## src/rtl/inst_fetch_responder_pkg.sv

```systemverilog
// Shared types for the instruction-fetch responder: FSM state encoding and the NOP reset instruction.
package inst_fetch_responder_pkg;

    localparam logic [31:0] NOP = 32'h0000_0013;

    typedef enum logic [1:0] {
        IDLE,
        REQ,
        DRAIN
    } fetch_state_t;

endpackage

```

## src/rtl/inst_fetch_responder_if.sv

```systemverilog
// Fetch-port and backing-memory signals; the responder binds the slave modport, the core/memory side the master.
interface inst_fetch_responder_if;

    logic [31:0] inst_addr;
    logic [31:0] instruction;
    logic        inst_ready;
    logic        mem_req;
    logic [31:0] mem_addr;
    logic        mem_ack;
    logic [31:0] mem_rdata;
    logic        fetch_err;

    modport slave (
        input  inst_addr,
        input  mem_ack,
        input  mem_rdata,
        output instruction,
        output inst_ready,
        output mem_req,
        output mem_addr,
        output fetch_err
    );

    modport master (
        output inst_addr,
        output mem_ack,
        output mem_rdata,
        input  instruction,
        input  inst_ready,
        input  mem_req,
        input  mem_addr,
        input  fetch_err
    );

endinterface

```

## src/rtl/inst_fetch_responder_buffer.sv

```systemverilog
// fetch_buffer: one-entry instruction buffer (tag, data, valid) used by the FETCH_PREFETCH_EN build.
module fetch_buffer
    import inst_fetch_responder_pkg::*;
(
    input  logic        clk,
    input  logic        rst,
    input  logic        wr_en,
    input  logic [29:0] wr_tag,
    input  logic [31:0] wr_data,
    input  logic [29:0] lookup_tag,
    output logic        hit,
    output logic [31:0] rd_data
);

    logic        valid_q;
    logic [29:0] tag_q;
    logic [31:0] data_q;

    always_ff @(posedge clk or posedge rst) begin
        if (rst) begin
            valid_q <= 1'b0;
            tag_q   <= '0;
            data_q  <= NOP;
        end else if (wr_en) begin
            valid_q <= 1'b1;
            tag_q   <= wr_tag;
            data_q  <= wr_data;
        end
    end

    assign hit     = valid_q && (tag_q == lookup_tag);
    assign rd_data = data_q;

endmodule

```

## src/rtl/inst_fetch_responder.sv

```systemverilog
// inst_fetch_responder: turns the core's zero-wait fetch port into a req/ack handshake to slow memory.
// Define FETCH_PREFETCH_EN to add the one-entry buffer and next-line prefetch.
module inst_fetch_responder
    import inst_fetch_responder_pkg::*;
#(
    parameter int TIMEOUT = 64
) (
    input logic                   clk,
    input logic                   rst,
    inst_fetch_responder_if.slave bus
);

    localparam int               CNT_W   = $clog2(TIMEOUT + 1);
    localparam logic [CNT_W-1:0] CNT_MAX = CNT_W'(TIMEOUT);

    fetch_state_t     state_q, state_d;
    logic [31:0]      instruction_q, instruction_d;
    logic             inst_ready_q, inst_ready_d;
    logic             mem_req_q, mem_req_d;
    logic [31:0]      mem_addr_q, mem_addr_d;
    logic             fetch_err_q, fetch_err_d;
    logic [CNT_W-1:0] wait_cnt_q, wait_cnt_d;

    logic        ack;
    logic        addr_match;
    logic        deliver;
    logic [31:0] req_addr;
    logic        buf_hit;
    logic [31:0] buf_data;
    logic        issue_prefetch;
    logic        unused_addr_bits;

    // An ack only counts while a request is actually outstanding.
    assign ack              = bus.mem_ack && mem_req_q;
    assign req_addr         = {bus.inst_addr[31:2], 2'b00};
    assign addr_match       = (bus.inst_addr[31:2] == mem_addr_q[31:2]);
    assign deliver          = (state_q == REQ) && ack && addr_match;
    assign unused_addr_bits = ^bus.inst_addr[1:0];

`ifdef FETCH_PREFETCH_EN
    logic delivered_q;

    fetch_buffer u_fetch_buffer (
        .clk        (clk),
        .rst        (rst),
        .wr_en      (deliver),
        .wr_tag     (mem_addr_q[31:2]),
        .wr_data    (bus.mem_rdata),
        .lookup_tag (bus.inst_addr[31:2]),
        .hit        (buf_hit),
        .rd_data    (buf_data)
    );

    always_ff @(posedge clk or posedge rst) begin
        if (rst) begin
            delivered_q <= 1'b0;
        end else begin
            delivered_q <= deliver;
        end
    end

    assign issue_prefetch = delivered_q;
`else
    assign buf_hit        = 1'b0;
    assign buf_data       = NOP;
    assign issue_prefetch = 1'b0;
`endif

    always_ff @(posedge clk or posedge rst) begin
        if (rst) begin
            state_q       <= IDLE;
            instruction_q <= NOP;
            inst_ready_q  <= 1'b0;
            mem_req_q     <= 1'b0;
            mem_addr_q    <= '0;
            fetch_err_q   <= 1'b0;
            wait_cnt_q    <= '0;
        end else begin
            state_q       <= state_d;
            instruction_q <= instruction_d;
            inst_ready_q  <= inst_ready_d;
            mem_req_q     <= mem_req_d;
            mem_addr_q    <= mem_addr_d;
            fetch_err_q   <= fetch_err_d;
            wait_cnt_q    <= wait_cnt_d;
        end
    end

    // Redirects never withdraw a request: the stale one drains, or is replaced right after its ack.
    always_comb begin
        state_d       = state_q;
        instruction_d = instruction_q;
        inst_ready_d  = 1'b0;
        mem_req_d     = mem_req_q;
        mem_addr_d    = mem_addr_q;
        fetch_err_d   = fetch_err_q;
        wait_cnt_d    = wait_cnt_q;

        if (ack) begin
            wait_cnt_d = '0;
        end else if (mem_req_q && (wait_cnt_q != CNT_MAX)) begin
            wait_cnt_d = wait_cnt_q + CNT_W'(1);
        end
        if (wait_cnt_d == CNT_MAX) begin
            fetch_err_d = 1'b1;
        end

        case (state_q)
            IDLE: begin
                if (issue_prefetch) begin
                    mem_req_d  = 1'b1;
                    mem_addr_d = mem_addr_q + 32'd4;
                    state_d    = REQ;
                end else if (buf_hit) begin
                    instruction_d = buf_data;
                    inst_ready_d  = 1'b1;
                end else begin
                    mem_req_d  = 1'b1;
                    mem_addr_d = req_addr;
                    state_d    = REQ;
                end
            end
            REQ: begin
                if (deliver) begin
                    instruction_d = bus.mem_rdata;
                    inst_ready_d  = 1'b1;
                    mem_req_d     = 1'b0;
                    state_d       = IDLE;
                end else if (ack) begin
                    mem_addr_d = req_addr;
                end else if (!addr_match) begin
                    state_d = DRAIN;
                end
            end
            DRAIN: begin
                if (ack) begin
                    mem_req_d = 1'b0;
                    state_d   = IDLE;
                end
            end
            default: state_d = IDLE;
        endcase
    end

    assign bus.instruction = instruction_q;
    assign bus.inst_ready  = inst_ready_q;
    assign bus.mem_req     = mem_req_q;
    assign bus.mem_addr    = mem_addr_q;
    assign bus.fetch_err   = fetch_err_q;

endmodule

```

## src/flat_wrapper.sv

```systemverilog
// flat-port wrapper written by rule: the top's interface ports become plain ports
module inst_fetch_responder_flat import inst_fetch_responder_pkg::*;
#(
    parameter int TIMEOUT = 64
)
  (clk, rst, bus_inst_addr, bus_mem_ack, bus_mem_rdata, bus_instruction, bus_inst_ready, bus_mem_req, bus_mem_addr, bus_fetch_err);
  inst_fetch_responder_if bus_i ();
  input logic clk;
  input logic rst;
  input wire logic [$bits(bus_i.inst_addr)-1:0] bus_inst_addr;
  input wire logic [$bits(bus_i.mem_ack)-1:0] bus_mem_ack;
  input wire logic [$bits(bus_i.mem_rdata)-1:0] bus_mem_rdata;
  output wire logic [$bits(bus_i.instruction)-1:0] bus_instruction;
  output wire logic [$bits(bus_i.inst_ready)-1:0] bus_inst_ready;
  output wire logic [$bits(bus_i.mem_req)-1:0] bus_mem_req;
  output wire logic [$bits(bus_i.mem_addr)-1:0] bus_mem_addr;
  output wire logic [$bits(bus_i.fetch_err)-1:0] bus_fetch_err;
  assign bus_i.inst_addr = bus_inst_addr;
  assign bus_i.mem_ack = bus_mem_ack;
  assign bus_i.mem_rdata = bus_mem_rdata;
  assign bus_instruction = bus_i.instruction;
  assign bus_inst_ready = bus_i.inst_ready;
  assign bus_mem_req = bus_i.mem_req;
  assign bus_mem_addr = bus_i.mem_addr;
  assign bus_fetch_err = bus_i.fetch_err;
  inst_fetch_responder #(.TIMEOUT(TIMEOUT)) u_core (.clk(clk), .rst(rst), .bus(bus_i));
endmodule
```

## config.mk

```make
export PLATFORM = sky130hd
export DESIGN_NAME = inst_fetch_responder_flat
export DESIGN_NICKNAME = d
export VERILOG_FILES = /design/src/rtl/inst_fetch_responder_pkg.sv /design/src/rtl/inst_fetch_responder_if.sv /design/src/rtl/inst_fetch_responder_buffer.sv /design/src/rtl/inst_fetch_responder.sv /design/src/flat_wrapper.sv
export SDC_FILE = /design/constraint.sdc
export NUM_CORES = 1
export LEC_CHECK = 0
export ABC_AREA = 1
export BUFFER_PORTS_ARGS = -buffer_cell sky130_fd_sc_hd__buf_2
export CAP_MARGIN = 20
export CELL_PAD_IN_SITES_DETAIL_PLACEMENT = 0
export CELL_PAD_IN_SITES_GLOBAL_PLACEMENT = 1
export CORE_MARGIN = 3
export CORE_UTILIZATION = 34
export CTS_CLUSTER_DIAMETER = 40
export DETAILED_ROUTE_END_ITERATION = 8
export PLACE_DENSITY = 0.76
export SYNTH_ARGS = -nofsm -noshare
export SYNTH_HDL_FRONTEND = slang
export SYNTH_SLANG_ARGS = --single-unit
```

## constraint.sdc

```tcl
create_clock -name clk -period 5.03 [get_ports clk]
set_input_delay 0.503 -clock clk [delete_from_list [all_inputs] [get_ports clk]]
set_output_delay 0.503 -clock clk [all_outputs]
set_load 0.005 [all_outputs]
```

==> impl_summary.md <==
Clock tree
The TritonCTS clock tree is yes. Counting every sink on the clock net gives 74. In this run the clock root is driven by a sky130_fd_sc_hd__clkbuf_16. After clock tree synthesis, the clock-pin slew on the worst setup and hold paths is 60 ps.

The count of H-tree levels built during CTS is 3. In this run, post-CTS hold repair placed 0 buffers. The total CTS buffers is 9.

Once the clock tree was built, the setup fixing pass inserted 0 buffers. Clock latency on the worst-skew pair, taken at its later pin, is 330 ps. The post-cts repair resize count is 0.

No sink is reached through more buffers than the 2 on the longest clock path.

Route
The count of nets left with antenna violations once routing finished came out at 0. The initial DRC count is 118. The total via count in the routed design is 3583. The DRC violation count after routing is 0. Dividing the detail-routed via count by the number of cells gives 4.260. After detailed routing, the average wire length per cell comes to 11.17 um.

The count of TritonRoute iterations in the first routing pass is 4. For this block, the routed nets add up to 9392 um of wire.

Pwr
The design draws 2.611 mW. Dividing total power by cell area gives a power density of 509.4 mW/mm^2. IR analysis of the VDD net gives a maximum drop of 0.0002111 V. Summed over all cells, the static leakage comes to 3.113 nW.

Floorplanning
The die area is 0.01332 sq mm. The number of ports placed on the die boundary is 134. The floorplan has 39 rows.

The initial core utilization is 35.21%. The overall die height is 115.4 um. The floorplan core area is 0.01156 sq mm.

The die is 115.4 um wide.

Timing
The max-slew violation count is 0. Setup slack on the critical path of the routed design comes to 2385 ps. Setup repair after global routing left no endpoint under its margin. Setup violations remaining at the end of the flow were counted as 0. The fmax is 0.3781 GHz. The number of hold violations in the final report is 0. The final cycle utilization of the critical path is 52.58%. Between clock sinks in the finished design, the worst skew comes to 10.95 ps. Summed over all failing endpoints, the final setup total negative slack is 0 ps. At the pin with the least slew margin, the transition time is 974.4 ps. The final critical path time including I/O delays and setup is 2645 ps. The worst-case headroom to the max-slew limit is 34.88%.

Worst setup path
In this run the critical register-to-register path is captured at u_core.bus.instruction[22]. The kind of start point of the critical path is a register. The data arrival time at the worst-slack endpoint is 2920 ps. The worst register-to-register path begins at u_core.state_q[1]. Following the worst setup path forward leads to its endpoint at u_core.bus.instruction[22]. The worst-case register-to-register setup slack is 2380 ps. The first element of the critical path is u_core.state_q[1]. The sort of element at the end of the critical path is a register. The category of the most critical setup path is reg -> reg. The largest driver fanout on the critical path is 34.

The depth of the worst register-to-register path is 8. The critical path required time is 5300 ps.

Finish
After filler insertion, the fill cell instance count of the layout stands at 1205. Relative to the synthesized area, the layout overhead comes to 25.88%. For this run, the post-layout net count is 767. Leaving out fill and tap cells, the most frequent cell in the layout is sky130_fd_sc_hd__nand2_1. Cells fill 44.31% of the core in the end.

The repair_antennas step left the layout with diodes totalling 0. The post-route netlist has 27.65% of its cells at a drive strength greater than 1. In the layout the commonest cells are sky130_fd_sc_hd__nand2_1 (274), sky130_fd_sc_hd__buf_2 (129), sky130_fd_sc_hd__inv_1 (82), sky130_fd_sc_hd__dfrtp_1 (71), sky130_fd_sc_hd__nor2_1 (33).

Place
In this run the tool buffered the top-level ports with 129 buffer cells. Routability-driven placement finished with a final weighted congestion of 0.7258. OpenSTA, run right after detailed placement, puts the worst setup slack at 2107 ps.

The wire-length estimate of the detail-placed layout is 6963 um.

Yosys
The count of warnings emitted by yosys is 0. Summing every instance area after synthesis gives 0.004071 sq mm. Dividing the synthesized area by the synthesized cell count gives 7.219 sq um.

By area the synthesized netlist is led by sky130_fd_sc_hd__dfrtp_1 (44%), sky130_fd_sc_hd__nand2_1 (25%), sky130_fd_sc_hd__inv_1 (7.7%). The cell count after synthesis came out at 564. The total of flip-flops plus latches after synthesis is 74. The count of unique library cells instantiated by Yosys is 26.

The biggest area consumer among synthesized cells is sky130_fd_sc_hd__dfrtp_1. The synthesized design devotes to its leading area cell type 43.64% of total area. The post-synthesis sequential area ratio is 45.57%.

Global routing
Entering global routing, the biggest net connects 75 pins. The met1 demand-to-capacity share in global routing is 17.18%. The number of antenna violations at the first check in global routing is 1. The met3 track demand over resource in global routing is 5.117%.

After global routing, the most crowded layer is met2. The number of global-route vias before repair came to 3459. The first-pass GRT wire length is 15640 um. For this run, global-route usage on met2 was measured as 25.58%.

Global routing finished with a remaining overflow of 0. Global routing consumed, over all layers together, 14.77% of the routing resources.

Run status
The flow ran to the end, and the final reports show no timing, DRC or antenna violations.

Run
The number of maximum-capacitance constraint violations is 0.

Min path
The type of the most critical hold path is in -> reg. The worst hold path passes through 3 cells.
==> registers in the layout, indices dropped and copies added, names as in the netlist <==
register                flops
u_core.bus.instruction     32
u_core.bus.mem_req          1
u_core.wait_cnt_q           7
u_core.state_q              2
u_core.bus.inst_ready       1
u_core.bus.mem_addr        30
u_core.bus.fetch_err        1
==> Yosys cell counts <==
library cell	n
sky130_fd_sc_hd__nand2_1	274
sky130_fd_sc_hd__inv_1	83
sky130_fd_sc_hd__dfrtp_1	71
sky130_fd_sc_hd__nor2_1	33
sky130_fd_sc_hd__o21ai_2	30
sky130_fd_sc_hd__nand3_1	13
sky130_fd_sc_hd__inv_2	8
sky130_fd_sc_hd__ha_1	7
sky130_fd_sc_hd__buf_6	6
sky130_fd_sc_hd__nand4_1	5
sky130_fd_sc_hd__o21ai_0	5
sky130_fd_sc_hd__clkbuf_1	4
sky130_fd_sc_hd__xnor2_1	4
sky130_fd_sc_hd__buf_2	3
sky130_fd_sc_hd__dfstp_2	3
sky130_fd_sc_hd__xor2_1	3
sky130_fd_sc_hd__buf_4	2
sky130_fd_sc_hd__clkinv_1	2
sky130_fd_sc_hd__a21boi_4	1
sky130_fd_sc_hd__conb_1	1
sky130_fd_sc_hd__nand2_2	1
sky130_fd_sc_hd__nand3_2	1
sky130_fd_sc_hd__nor2_2	1
sky130_fd_sc_hd__nor2_4	1
sky130_fd_sc_hd__nor3_1	1
sky130_fd_sc_hd__o211ai_1	1
==> power by group <==
group / internal, mW / switching (mW) / total (mW)
clock: 0.435 / 0.248 / 0.683
combinational: 0.416 / 0.607 / 1.02
sequential: 0.752 / 0.154 / 0.905
total: 1.60 / 1.01 / 2.61
==> cells by family (layout without fill, tap and decap cells) <==
| group | Yosys count | after routing | synth area share, % |
|---|---|---|---|
| and+or+nand+nor | 330 | 330 | 31.62 |
| buffers and inverters | 108 | 241 | 11.34 |
| DFF | 74 | 74 | 45.57 |
| AOI/OAI and AO/OA | 37 | 37 | 7.714 |
| adders and majority gates | 7 | 7 | 2.151 |
| xor gates and xnor gates | 7 | 7 | 1.506 |
| other | 1 | 2 | 0.09211 |
==> routing by layer <==
layer	wire length, um	vias up
met5	13	-
met4	114	2
met3	681	11
met2	4601	81
met1	3980	1572
li1	-	1917
==> worst max-delay path, cell delays in order (launching register included) <==
cell and delay, ps:
sky130_fd_sc_hd__dfrtp_1 390, sky130_fd_sc_hd__inv_1 120, sky130_fd_sc_hd__ha_1 200, sky130_fd_sc_hd__inv_1 60
sky130_fd_sc_hd__nor2_1 290, sky130_fd_sc_hd__nand3_2 610, sky130_fd_sc_hd__inv_2 680, sky130_fd_sc_hd__nand2_1 130
sky130_fd_sc_hd__nand2_1 80
==> per-stage QoR <==
| step | instance area (sq um) | std cells | hold WS (ps) |
|---|---|---|---|
| finish | 5125 | 841 | 361.7 |
| global route | 5125 | 841 | 353.8 |
| CTS | 5125 | 841 | 343.0 |
| detailed placement | 4811 | 825 | 457.3 |
| global placement | 4811 | 825 | 446.6 |
| floorplan | 4075 | 565 | 457.0 |
==> final cells by class <==
type / instances / area [sq um] / area share (%)
clock inverter: 5 / 81.33 / 1.587
tap: 143 / 178.9 / 3.491
multi-input combinational: 383 / 1758 / 34.30
inverter: 93 / 350.3 / 6.836
timing repair buffer: 132 / 668.1 / 13.04
sequential: 74 / 1856 / 36.21
clock buffer: 11 / 232.7 / 4.541
==> how the worst min path moves through the flow <==
stage	slack [ps]	start	to
after floorplan	460	u_core.bus.fetch_err	u_core.bus.fetch_err
after CTS	340	bus_mem_rdata[21]	u_core.bus.instruction[21]
after global routing	350	bus_mem_rdata[4]	u_core.bus.instruction[4]
final	360	bus_mem_rdata[21]	u_core.bus.instruction[21]
after detailed placement	460	u_core.bus.instruction[0]	u_core.bus.instruction[0]
after global placement	450	u_core.bus.fetch_err	u_core.bus.fetch_err
Power figures use the tool's default switching activity.
